### config.mk
export PLATFORM = sky130hd
export DESIGN_NAME = clock_display_driver
export DESIGN_NICKNAME = d
export VERILOG_FILES = /design/src/rtl/clock_pkg.sv /design/src/rtl/bin2bcd_seq.sv /design/src/rtl/clock_display_driver.sv
export SDC_FILE = /design/constraint.sdc
export NUM_CORES = 1
export LEC_CHECK = 0
export ABC_CLOCK_PERIOD_IN_PS = 2470
export BUFFER_PORTS_ARGS = -buffer_cell sky130_fd_sc_hd__clkbuf_2
export CAP_MARGIN = 15
export CORE_MARGIN = 2
export CORE_UTILIZATION = 50
export DETAILED_ROUTE_END_ITERATION = 16
export PLACE_DENSITY_LB_ADDON = 0.05
export SLEW_MARGIN = 20
export SYNTH_ARGS = -nofsm -noshare
export SYNTH_HDL_FRONTEND = slang
export SYNTH_HIERARCHICAL = 1
export SYNTH_SLANG_ARGS = --single-unit
### constraint.sdc
create_clock -name i_clk -period 2.47 [get_ports i_clk]
set_input_delay 0.3705 -clock i_clk [delete_from_list [all_inputs] [get_ports i_clk]]
set_output_delay 0.3705 -clock i_clk [all_outputs]
set_load 0.01 [all_outputs]
### src/rtl/clock_pkg.sv
// Shared definitions for the six-digit clock display driver:
// digit count, blink field encodings, capture FSM states and segment table.
package clock_pkg;

    localparam int DIGITS = 6;

    typedef enum logic [1:0] {
        BLINK_NONE = 2'd0,
        BLINK_SEC  = 2'd1,
        BLINK_MIN  = 2'd2,
        BLINK_HR   = 2'd3
    } blink_sel_e;

    typedef enum logic [2:0] {
        ST_IDLE     = 3'd0,
        ST_CONV_SEC = 3'd1,
        ST_CONV_MIN = 3'd2,
        ST_CONV_HR  = 3'd3,
        ST_COMMIT   = 3'd4
    } conv_state_e;

    localparam logic [6:0] SEG_BLANK = 7'h7F;

    // Active-low {g,f,e,d,c,b,a}; codes 10-15 are blank.
    localparam logic [6:0] SEG_TABLE [16] = '{
        7'b1000000, 7'b1111001, 7'b0100100, 7'b0110000,
        7'b0011001, 7'b0010010, 7'b0000010, 7'b1111000,
        7'b0000000, 7'b0010000, SEG_BLANK,  SEG_BLANK,
        SEG_BLANK,  SEG_BLANK,  SEG_BLANK,  SEG_BLANK
    };

    function automatic logic [6:0] seg_decode(input logic [3:0] bcd);
        return SEG_TABLE[bcd];
    endfunction

endpackage

### src/rtl/bin2bcd_seq.sv
// Sequential 6-bit binary to two-digit BCD (shift-add-3): one load cycle,
// then six shift cycles; done_o is high during the final shift cycle.
module bin2bcd_seq (
    input  logic       clk_i,
    input  logic       rst_n_i,
    input  logic       start_i,
    input  logic [5:0] bin_i,
    output logic [3:0] tens_o,
    output logic [3:0] ones_o,
    output logic       done_o
);

    logic [13:0] shreg_q, shreg_d;
    logic [2:0]  cnt_q;
    logic        busy_q;
    logic [3:0]  tens_adj, ones_adj;

    always_comb begin
        tens_adj = shreg_q[13:10];
        ones_adj = shreg_q[9:6];
        if (tens_adj >= 4'd5) tens_adj = tens_adj + 4'd3;
        if (ones_adj >= 4'd5) ones_adj = ones_adj + 4'd3;
        // Tens never exceeds 6 for a 6-bit input, so its MSB is safe to drop.
        shreg_d = {tens_adj[2:0], ones_adj, shreg_q[5:0], 1'b0};
    end

    always_ff @(posedge clk_i or negedge rst_n_i) begin
        if (!rst_n_i) begin
            shreg_q <= '0;
            cnt_q   <= '0;
            busy_q  <= 1'b0;
        end else if (start_i) begin
            shreg_q <= {8'd0, bin_i};
            cnt_q   <= 3'd6;
            busy_q  <= 1'b1;
        end else if (busy_q) begin
            shreg_q <= shreg_d;
            cnt_q   <= cnt_q - 3'd1;
            if (cnt_q == 3'd1) busy_q <= 1'b0;
        end
    end

    assign tens_o = shreg_q[13:10];
    assign ones_o = shreg_q[9:6];
    assign done_o = busy_q && (cnt_q == 3'd1);

endmodule

### src/rtl/clock_display_driver.sv
// Multiplexed six-digit HH:MM:SS display driver with atomic time capture
// and per-field blinking.
//   state       | meaning
//   ST_IDLE     | waiting for capture trigger (ms pulse at scan index 5)
//   ST_CONV_SEC | converting snapshot seconds
//   ST_CONV_MIN | converting minutes, storing seconds result
//   ST_CONV_HR  | converting hours, storing minutes result
//   ST_COMMIT   | writing all six BCD digits at once
module clock_display_driver
    import clock_pkg::*;
#(
    parameter int BLINK_HALF_MS = 500
) (
    input  logic       i_clk,
    input  logic       i_rstn,
    input  logic       i_ms_pulse,
    input  logic [5:0] i_sec,
    input  logic [5:0] i_min,
    input  logic [4:0] i_hr,
    input  logic [1:0] i_blink_sel,
    output logic [5:0] o_an,
    output logic [6:0] o_seg,
    output logic       o_dp
);

    localparam int             BW         = (BLINK_HALF_MS > 1) ? $clog2(BLINK_HALF_MS) : 1;
    localparam logic [BW-1:0]  BLINK_LAST = BW'(BLINK_HALF_MS - 1);
    localparam logic [2:0]     LAST_DIGIT = 3'(DIGITS - 1);

    conv_state_e              state_q;
    logic                     start_q;
    logic [5:0]               sec_snap_q, min_snap_q;
    logic [4:0]               hr_snap_q;
    logic [3:0]               sec_t_q, sec_o_q, min_t_q, min_o_q;
    logic [DIGITS-1:0][3:0]   digit_q;
    logic [2:0]               scan_q;
    logic [BW-1:0]            blink_cnt_q;
    logic                     blink_ph_q;
    logic [5:0]               an_q, an_d;
    logic [6:0]               seg_q, seg_d;
    logic                     dp_q, dp_d;
    logic [5:0]               conv_bin;
    logic [3:0]               conv_tens, conv_ones;
    logic                     conv_done;
    logic                     trigger;
    logic                     in_field;

    assign trigger = i_ms_pulse && (scan_q == LAST_DIGIT) && (state_q == ST_IDLE);

    always_comb begin
        conv_bin = '0;
        case (state_q)
            ST_CONV_SEC: conv_bin = sec_snap_q;
            ST_CONV_MIN: conv_bin = min_snap_q;
            ST_CONV_HR:  conv_bin = {1'b0, hr_snap_q};
            default:     conv_bin = '0;
        endcase
    end

    bin2bcd_seq u_bin2bcd (
        .clk_i   (i_clk),
        .rst_n_i (i_rstn),
        .start_i (start_q),
        .bin_i   (conv_bin),
        .tens_o  (conv_tens),
        .ones_o  (conv_ones),
        .done_o  (conv_done)
    );

    // The previous field's result is still held by the converter during the
    // first cycle of the next state, while it loads the new field.
    always_ff @(posedge i_clk or negedge i_rstn) begin
        if (!i_rstn) begin
            state_q    <= ST_IDLE;
            start_q    <= 1'b0;
            sec_snap_q <= '0;
            min_snap_q <= '0;
            hr_snap_q  <= '0;
            sec_t_q    <= '0;
            sec_o_q    <= '0;
            min_t_q    <= '0;
            min_o_q    <= '0;
            digit_q    <= '0;
        end else begin
            start_q <= 1'b0;
            case (state_q)
                ST_IDLE: begin
                    if (trigger) begin
                        sec_snap_q <= i_sec;
                        min_snap_q <= i_min;
                        hr_snap_q  <= i_hr;
                        start_q    <= 1'b1;
                        state_q    <= ST_CONV_SEC;
                    end
                end
                ST_CONV_SEC: begin
                    if (conv_done) begin
                        start_q <= 1'b1;
                        state_q <= ST_CONV_MIN;
                    end
                end
                ST_CONV_MIN: begin
                    if (start_q) {sec_t_q, sec_o_q} <= {conv_tens, conv_ones};
                    if (conv_done) begin
                        start_q <= 1'b1;
                        state_q <= ST_CONV_HR;
                    end
                end
                ST_CONV_HR: begin
                    if (start_q) {min_t_q, min_o_q} <= {conv_tens, conv_ones};
                    if (conv_done) state_q <= ST_COMMIT;
                end
                ST_COMMIT: begin
                    digit_q <= {conv_tens, conv_ones, min_t_q, min_o_q, sec_t_q, sec_o_q};
                    state_q <= ST_IDLE;
                end
                default: state_q <= ST_IDLE;
            endcase
        end
    end

    always_ff @(posedge i_clk or negedge i_rstn) begin
        if (!i_rstn) begin
            scan_q      <= '0;
            blink_cnt_q <= '0;
            blink_ph_q  <= 1'b0;
        end else if (i_ms_pulse) begin
            scan_q <= (scan_q == LAST_DIGIT) ? 3'd0 : scan_q + 3'd1;
            if (blink_cnt_q == BLINK_LAST) begin
                blink_cnt_q <= '0;
                blink_ph_q  <= ~blink_ph_q;
            end else begin
                blink_cnt_q <= blink_cnt_q + BW'(1);
            end
        end
    end

    always_comb begin
        in_field = 1'b0;
        case (blink_sel_e'(i_blink_sel))
            BLINK_SEC: in_field = (scan_q == 3'd0) || (scan_q == 3'd1);
            BLINK_MIN: in_field = (scan_q == 3'd2) || (scan_q == 3'd3);
            BLINK_HR:  in_field = (scan_q == 3'd4) || (scan_q == 3'd5);
            default:   in_field = 1'b0;
        endcase
        an_d  = ~(6'd1 << scan_q);
        seg_d = (blink_ph_q && in_field) ? SEG_BLANK : seg_decode(digit_q[scan_q]);
        dp_d  = ~((scan_q == 3'd4) || (scan_q == 3'd2));
    end

    always_ff @(posedge i_clk or negedge i_rstn) begin
        if (!i_rstn) begin
            an_q  <= 6'h3F;
            seg_q <= SEG_BLANK;
            dp_q  <= 1'b1;
        end else begin
            an_q  <= an_d;
            seg_q <= seg_d;
            dp_q  <= dp_d;
        end
    end

    assign o_an  = an_q;
    assign o_seg = seg_q;
    assign o_dp  = dp_q;

endmodule

# After elaboration in Yosys (flattened, before gate mapping)
# Memories as Yosys holds them, arrays and structs flattened.
# Index checks and enable logic that the tools add are counted.
# totals
inputBits	22
rom_bits	112
n_memories	1
reg_bits	106
# mem_list
memory	words	width	rd	rd_ports_with_merged_regs	write_ports	line	source
(name not given)	16	7	1	0	0	clock_pkg.sv:33	return SEG_TABLE[bcd];
# classes
add_sub_neg	5
eq_ne	18
bitwise	4
muxes	26
n_reduce_logical	17
n_shift	1
magnitude_cmp	4
# ops
cell	count
two-way mux 14 bit	2
two-way mux 3 bit	8
two-way mux 7 bit	3
case mux 6 bit (3 select lines)	1
binary-select mux 4 bit (select 3 bit)	1
equality test 3 x 2 -> 1 bit, second input constant	4
case mux 3 bit (4 select lines)	1
adder 9 x 1 -> 9 bit, second input constant	1
equality test 3 x 1 -> 1 bit, second input constant	3
equality test 3 bit, second input constant	3
equality test 9 bit, second input constant	1
two-way mux 9 bit	1
greater-or-equal comparator 4 x 3 -> 1 bit, second input constant	2
two-way mux 4 bit	2
inequality test 2 bit, second input constant	4
AND reduction 2 bit	4
logical NOT 3 bit	2
inverter 6 bit	1
left shift 1 x 3 -> 6 bit, first input constant	1
greater-or-equal comparator 5 bit, second input constant	1
two-way mux 1 bit	5
inverter 4 -> 5 bit	1
adder 4 x 2 -> 4 bit, second input constant	1
equality test 2 bit, second input constant	2
13 further kinds	20

# Longest topological paths before layout
# Gate-level depths: netlist (run 1).
# depth
word_depth	7
ltp_mapped	10
depth_no_buf	8

# Hierarchy
# Netlist (run 1), hierarchy kept.
# modules_own_cells
module	seq_area_each_um2	cells_each	area_each_um2	instances
clock_display_driver	2219.6	303	3962.6	1
bin2bcd_seq	450.4	110	1031.0	1

# Worst setup path before layout (run 1)
# Ideal clock, no wire load.
# synth_path
kind	flip-flop to flip-flop
from	register scan_q[0]
to	register seg_q[2], in the netlist o_seg[2]
arrival_ns	2.032
synth_period_minus_slack_ns	2.129
required_time_ns	2.373
path_stages_with_launch	11
n_path_buf	2
slack_ns	0.341
path_cell_list	dfrtp_1 buf_2 buf_2 mux2i_1 nor2_1 nor3_1 inv_1 ha_1 inv_1 o21a_1 o21ai_0
# synth_between
elab_chain_len	7
elab_cells_between_ends	18
classes_between	eq/ne: 5; mux: 6; bitwise: 1; reduce/logical: 5; memory: 1
# synth_rtl
item	line	source
from (decl)	clock_display_driver.sv:36	logic [2:0] scan_q;
from (signal assigned)	clock_display_driver.sv:128	scan_q <= (scan_q == LAST_DIGIT) ? 3'd0 : scan_q + 3'd1;
binary-select mux 4 bit (select 3 bit)	clock_display_driver.sv:147	seg_d = (blink_ph_q && in_field) ? SEG_BLANK : seg_decode(digit_q[scan_q]);
two-way mux 4 bit (not written as such)	clock_display_driver.sv:147	
inverter 4 -> 5 bit (not written as such)	clock_pkg.sv:33	
memory read (16 x 7 bit)	-	
two-way mux 7 bit (not written as such) (2 in a row)	clock_pkg.sv:33	
two-way mux 7 bit *	clock_display_driver.sv:147	
net seg_d[2]	clock_display_driver.sv:40	logic [6:0] seg_q, seg_d;
to (signal assigned)	clock_display_driver.sv:158	seg_q <= seg_d;
to (decl)	clock_display_driver.sv:40	
# The timed path passes the listed nets; every way through them passes the cells marked *. The select of a mux whose other input is x is not followed.
# A chain may end at the register's enable or synchronous reset.

# Worst setup path after layout (run 1)
# layout_path
from	register scan_q[0]
to	register seg_q[0], in the netlist o_seg[0]
# Same word-level chain as after synthesis.

==> summary.md, run 1 <==
| Metric | Value |
|---|---|
| # clock sinks | 106 |
| Post-synth cell types | 52 |
| Routed len/inst | 14.7 um |
| Most frequent cells in the layout | dfrtp_1 (92), mux2_2 (54), clkbuf_2 (34) |
| Final Max Slew Viols | 0 |
| Final Cycle Share | 88.1% |
| Global-route usage over all layers | 17.3% |
| P_leak | 2.66 nW |
| Synth warnings | 6 |
| Final Power | 5.34 mW |
| Setup TNS | 0 ps |
| Core region area | 9730 sq um |
| Site row count | 36 |
| Post-synth top area share | 46.1% |
| Drt total wl | 8.59 mm |
| Worst skew pair latency | 370 ps |
| Final Hold Viols | 0 |
| Slew @ Worst Pin | 614 ps |
| Layout cell share with drive strength beyond 1 | 33.4% |
| Routed Antenna Nets | 0 |
| Worst-path cell chain | buf_4, and2_1, ha_1, inv_1, a21oi_1, o21ai_0, nor2b_1, a2bb2oi_1 |
| Synthesized flop and latch total | 106 |
| Critical-path maximum fanout | 14 |
| FILL cells | 879 |
| Number of synthesized flops with an enable pin | 0 |
| RSZ-0062 raised after global routing | no |
| Post-route DRC | 0 |
| Initial antenna violation count | 0 |
| Worst path slowest cell | dfrtp_1 |
| Max_cap viols | 0 |
| # Post-CTS Setup Buffers | 0 |
| CP Class | flip-flop to flip-flop |
| Top FF cell, synth | dfrtp_1 |
| CTS tree | done |
| Slew Limit Headroom | 59.0% |
| Final setup violating endpoints | 0 |
| CTS Buf Count | 9 |
| Number of diodes | 0 |
| Clock Path Buffers | 2 |
| Buf/Inv on CP | 2 |
| P&R area growth vs syn | 10.4% |
| RePlAce Congestion | 0.752 |
| Worst Setup Start Kind | flip-flop |
| HPWL Detailed | 6.14 mm |
| H-tree Lvls | 3 |
| Initial DRC count | 80 |
| Root buffer cell | clkbuf_8 |
| Area contributors post-synth | dfrtp_1 (46%), mux2_2 (12%), dfstp_2 (7.4%) |
| Global route overflow | 0 |
| Syn Inst Count | 413 |
| Initial DRT Pass Iterations | 4 |
| Commonest non-fill, non-tap cell in the layout | dfrtp_1 |
| Die area | 10,800 sq um |
| Avg Cell Area, Syn | 12.1 sq um |
| Vias in the first global route | 3,125 |
| Worst Path Required | 2750 ps |
| Tmin final | 2180 ps |
| Leading area contributor after synthesis | dfrtp_1 |
| Post-synthesis cell area | 4990 sq um |
| Net total in the final layout | 483 |
| Arr. time, crit path | 2460 ps |
| Largest net degree at the start of global routing | 41 |
| Status | complete, no violations |
| Clock Skews | 16.3 ps |
| Post-CTS Resized | 0 |
| Critical path capture point type | flip-flop |
| PwrDens | 968 nW/um^2 |
| Max IR drop VDD | 0.000470 V |
| # hold bufs at CTS | 1 |
| Global-route wire length before repair | 15.0 mm |
| Initial Util | 51.3% |
| Die height | 104 um |
| Via-to-Cell Ratio | 5.26 |
| Register area share after synthesis | 53.5% |
| Die Wd | 104 um |
| Worst Hold Class | input port to flip-flop |
| CP top delay family | flip-flops |
| IO Port Bufs | 35 |
| Crit path largest cell delay | 610 ps |
| Via count | 3,076 |
| Asr flop ratio synth | 100% |
| Peak Freq | 460 MHz |
| Syn Nets | 448 |
| Clock Pin Slew Worst Setup and Hold Paths | 100 ps |
| # IOs | 36 |
[state kept, by name, summed over array words and instances (netlist names), 5 cells and up]
register,cells
digit_q,24
u_bin2bcd/shreg_q,14
blink_cnt_q,9
o_seg,7
min_snap_q,6
o_an,6
sec_snap_q,6
hr_snap_q,5
[where the power goes]
group          switching (mW)  internal [mW]  total [mW]
clock network           0.560          0.596        1.16
logic                   0.735          0.781        1.52
registers               0.436           2.23        2.66
total                    1.73           3.61        5.34
[final timing paths]
| path | from | endpoint | slack, ps | cells after the start |
|---|---|---|---|---|
| worst max-delay path | scan_q[0]$_DFFE_PN0P_ | o_seg[0]$_DFF_PN1_ | 290 | 8 |
| worst min-delay path | i_sec[3] | sec_snap_q[3]$_DFFE_PN0P_ | 230 | 2 |
| worst max register to register | scan_q[0]$_DFFE_PN0P_ | o_seg[0]$_DFF_PN1_ | 290 | 8 |
| worst min register to register | blink_ph_q$_DFFE_PN0P_ | blink_ph_q$_DFFE_PN0P_ | 500 | 1 |
| max in group asynchronous | i_rstn | digit_q[10]$_DFFE_PN0N_ | 1370 | 3 |
| min in group asynchronous | i_rstn | u_bin2bcd/shreg_q[8]$_DFFE_PN0P_ | 480 | 2 |
[kinds of logic after synthesis]
| kind of cell | after synthesis | share of synthesized area [%] |
|---|---|---|
| AOI/OAI and AO/OA | 59 | 7.52 |
| buffers and inverters | 44 | 4.71 |
| xor gates and xnor gates | 12 | 2.10 |
| and+or+nand+nor | 94 | 9.55 |
| muxes | 85 | 19.4 |
| adders and majority gates | 13 | 3.26 |
| DFF | 106 | 53.5 |
[cell type report]
cell class	instances	area, sq um	share of cell area (%)
clock inverters	4	73.8	1.34
well taps	133	166	3.02
repair buffers	49	298	5.40
flip-flops and latches	106	2670	48.4
clock buffers	11	141	2.56
multi-input cells	263	2090	38.0
inverters	19	71.3	1.29
[metal layers]
layer | share of wire (%) | GRT usage [%] | vias up
li1 | - | - | 1502
met1 | 44 | 21.3 | 1523
met2 | 51 | 30.5 | 44
met3 | 3.6 | 4.45 | 7
met4 | 1.2 | 4.63 | 0
met5 | 0 | 0 | -
[cells in the mapped netlist, drive strengths merged (5+ instances only)]
master   number
ha           13
dfrtp        92
nand2        25
xor2          7
dfstp        14
nor3          5
a2bb2oi       5
nor2         30
inv          19
a21oi        16
mux2         64
xnor2         5
buf          21
o21ai        24
nand4         5
mux2i        21
[metrics by stage]
step	worst slack (ps)	utilization [%]	area (sq um)	cells	hold WS, ps
after CTS	267	56.7	5510	585	201
after floorplan	341	-	4990	413	74.9
after global placement	324	54.4	5290	569	331
final	294	56.7	5510	585	225
after global routing	71.6	56.7	5510	585	209
after detailed placement	269	54.4	5290	569	335
Note: power is estimated with default switching activity, not from simulation.
==> run 2, diff against run 1 <==
- CORE_UTILIZATION: 50 -> 35
==> run 2 against run 1 <==
  * Clock skew decreased by 11 ps
  * Largest power group unchanged
  * Sequential cell count unchanged
  * Critical path depth decreased by 1
  * Die area increased by 41%
  * Global-route usage decreased by 3.9 points
  * Utilization decreased by 16 points
  * Non-clock buffer count increased by 1
  * Sequential power about the same
  * Critical path type unchanged
  * Sequential share of layout area decreased by 1.4 points
==> summary.md, run 2 (synthesis results as in run 1) <==
| Metric | Value |
|---|---|
| Status | complete, no violations |
| Setup TNS | 0 ps |
| Biggest regs | digit_q: 24 flops, u_bin2bcd/shreg_q: 14 flops, blink_cnt_q: 9 flops |
| Critical-path maximum fanout | 12 |
| Hold Path Sink | min_snap_q[1]$_DFFE_PN0P_ |
| P_leak | 2.70 nW |
| Initial antenna violation count | 0 |
| Slew @ Worst Pin | 541 ps |
| Site row count | 43 |
| Most frequent cells in the layout | dfrtp_1 (92), mux2_2 (54), clkbuf_2 (34) |
| Biggest register | digit_q |
| RePlAce Congestion | 0.729 |
| # placed instances | 617 |
| Hold path depth | 2 |
| P&R area growth vs syn | 13.7% |
| Design area | 5680 sq um |
| Max_cap viols | 0 |
| Clock Skews | 4.99 ps |
| Final setup violating endpoints | 0 |
| Initial DRT Pass Iterations | 4 |
| Drt total wl | 9.29 mm |
| Critical path capture point type | flip-flop |
| CTS tree | done |
| Peak Freq | 498 MHz |
| Worst Hold Class | input port to flip-flop |
| FF-to-FF Start | scan_q[0]$_DFFE_PN0P_ |
| RSZ-0062 raised after global routing | no |
| Max IR drop VDD | 0.000381 V |
| Via count | 3,053 |
| R2R cell count | 7 |
| Final Max Slew Viols | 0 |
| Tmin final | 2010 ps |
| # clock sinks | 106 |
| Slew Limit Headroom | 63.9% |
| IO Port Bufs | 35 |
| PwrDens | 1010 nW/um^2 |
| Global-route wire length before repair | 15.6 mm |
| Routed Antenna Nets | 0 |
| Vias in the first global route | 3,010 |
| Arr. time, crit path | 2270 ps |
| Clock Pin Slew Worst Setup and Hold Paths | 70 ps |
| Die area | 15,200 sq um |
| Largest net degree at the start of global routing | 65 |
| Final Hold Viols | 0 |
| Number of diodes | 0 |
| CP Launch Point | scan_q[0]$_DFFE_PN0P_ |
| # IOs | 36 |
| # Post-CTS Setup Buffers | 0 |
| CTS Buf Count | 9 |
| Clock Path Buffers | 2 |
| Worst Path Required | 2740 ps |
| Final Power | 5.73 mW |
| Min-delay src | i_min[1] |
| Reg-to-Reg End | o_seg[0]$_DFF_PN1_ |
| Layout cell share with drive strength beyond 1 | 33.1% |
| Max FFs per register | 24 |
| Initial DRC count | 149 |
| Global-route usage over all layers | 13.4% |
| DP Area | 5360 sq um |
| R2R setup slack | 460 ps |
| Commonest non-fill, non-tap cell in the layout | dfrtp_1 |
| H-tree Lvls | 3 |
| Final Cycle Share | 81.2% |
| Global route overflow | 0 |
| Initial Util | 35.8% |
| Die Wd | 123 um |
| Final Non-Filler Cells | 633 |
| Core region area | 13,900 sq um |
| Via-to-Cell Ratio | 4.82 |
| Worst Setup Start Kind | flip-flop |
| Worst skew pair latency | 350 ps |
| Net total in the final layout | 484 |
| Root buffer cell | clkbuf_16 |
| CP Class | flip-flop to flip-flop |
| Die height | 123 um |
| Post-route DRC | 0 |
| HPWL Detailed | 6.38 mm |
| Final hold slack | 250 ps |
| Routed len/inst | 14.7 um |
run 2: changes by cell type in the layout (fill, tap and decap cells not counted), sizes merged:
cell / change
clkbuf: +1
buf: +1
inv: -1
run 2: cell type report:
cell class | instances | area [sq um]
clock buffer | 12 | 246
clock inverter | 3 | 63.8
fill | 1347 | 8260
inverter | 19 | 71.3
multi-input combinational | 263 | 2090
sequential | 106 | 2670
tap | 180 | 225
timing repair buffer | 50 | 305
run 2: metrics by stage:
step / setup slack, ps / util, %
after detailed placement: 478 / 38.4
after global routing: 245 / 40.7
final: 464 / 40.7
after global placement: 486 / 38.4
after floorplan: 341 / -
after CTS: 442 / 40.7
run 2: per-layer routing:
layer / GRT usage, % / vias to the layer above / routed length (um)
met4: 3.84 / 0 / 104
met3: 4.52 / 7 / 351
met2: 19.8 / 41 / 4160
li1: - / 1490 / -
met1: 18.7 / 1515 / 4670
met5: 0 / - / 0
run 2: worst max-delay path: stages (launching register included):
cell and delay (ps):
dfrtp_1 350, buf_4 230, mux2_2 360, a21oi_1 380, inv_1 120, ha_1 200, mux2i_1 180, a2bb2oi_1 90
run 2: where the power goes:
group          switching, mW  internal, mW
clock network          0.619         0.909
registers              0.409          2.23
logic                  0.770         0.789
total                   1.80          3.93
run 2: repair_timing:
action / CTS / global route
endpoints found under the hold margin: 4 / 0
resized for setup: 0 / 0
hold buffers: 1 / 0
setup endpoints to repair: 0 / 0
run 2: worst max path at each step:
| stage | to | slack (ps) | depth (start not counted) |
|---|---|---|---|
| final | o_seg[0]$_DFF_PN1_ | 460 | 7 |
| after global routing | o_seg[2]$_DFF_PN1_ | 240 | 7 |
| after CTS | o_seg[2]$_DFF_PN1_ | 440 | 7 |
| after detailed placement | o_seg[2]$_DFF_PN1_ | 480 | 7 |
| after global placement | min_snap_q[2]$_DFFE_PN0P_ | 490 | 5 |
| after floorplan | o_seg[2]$_DFF_PN1_ | 340 | 10 |
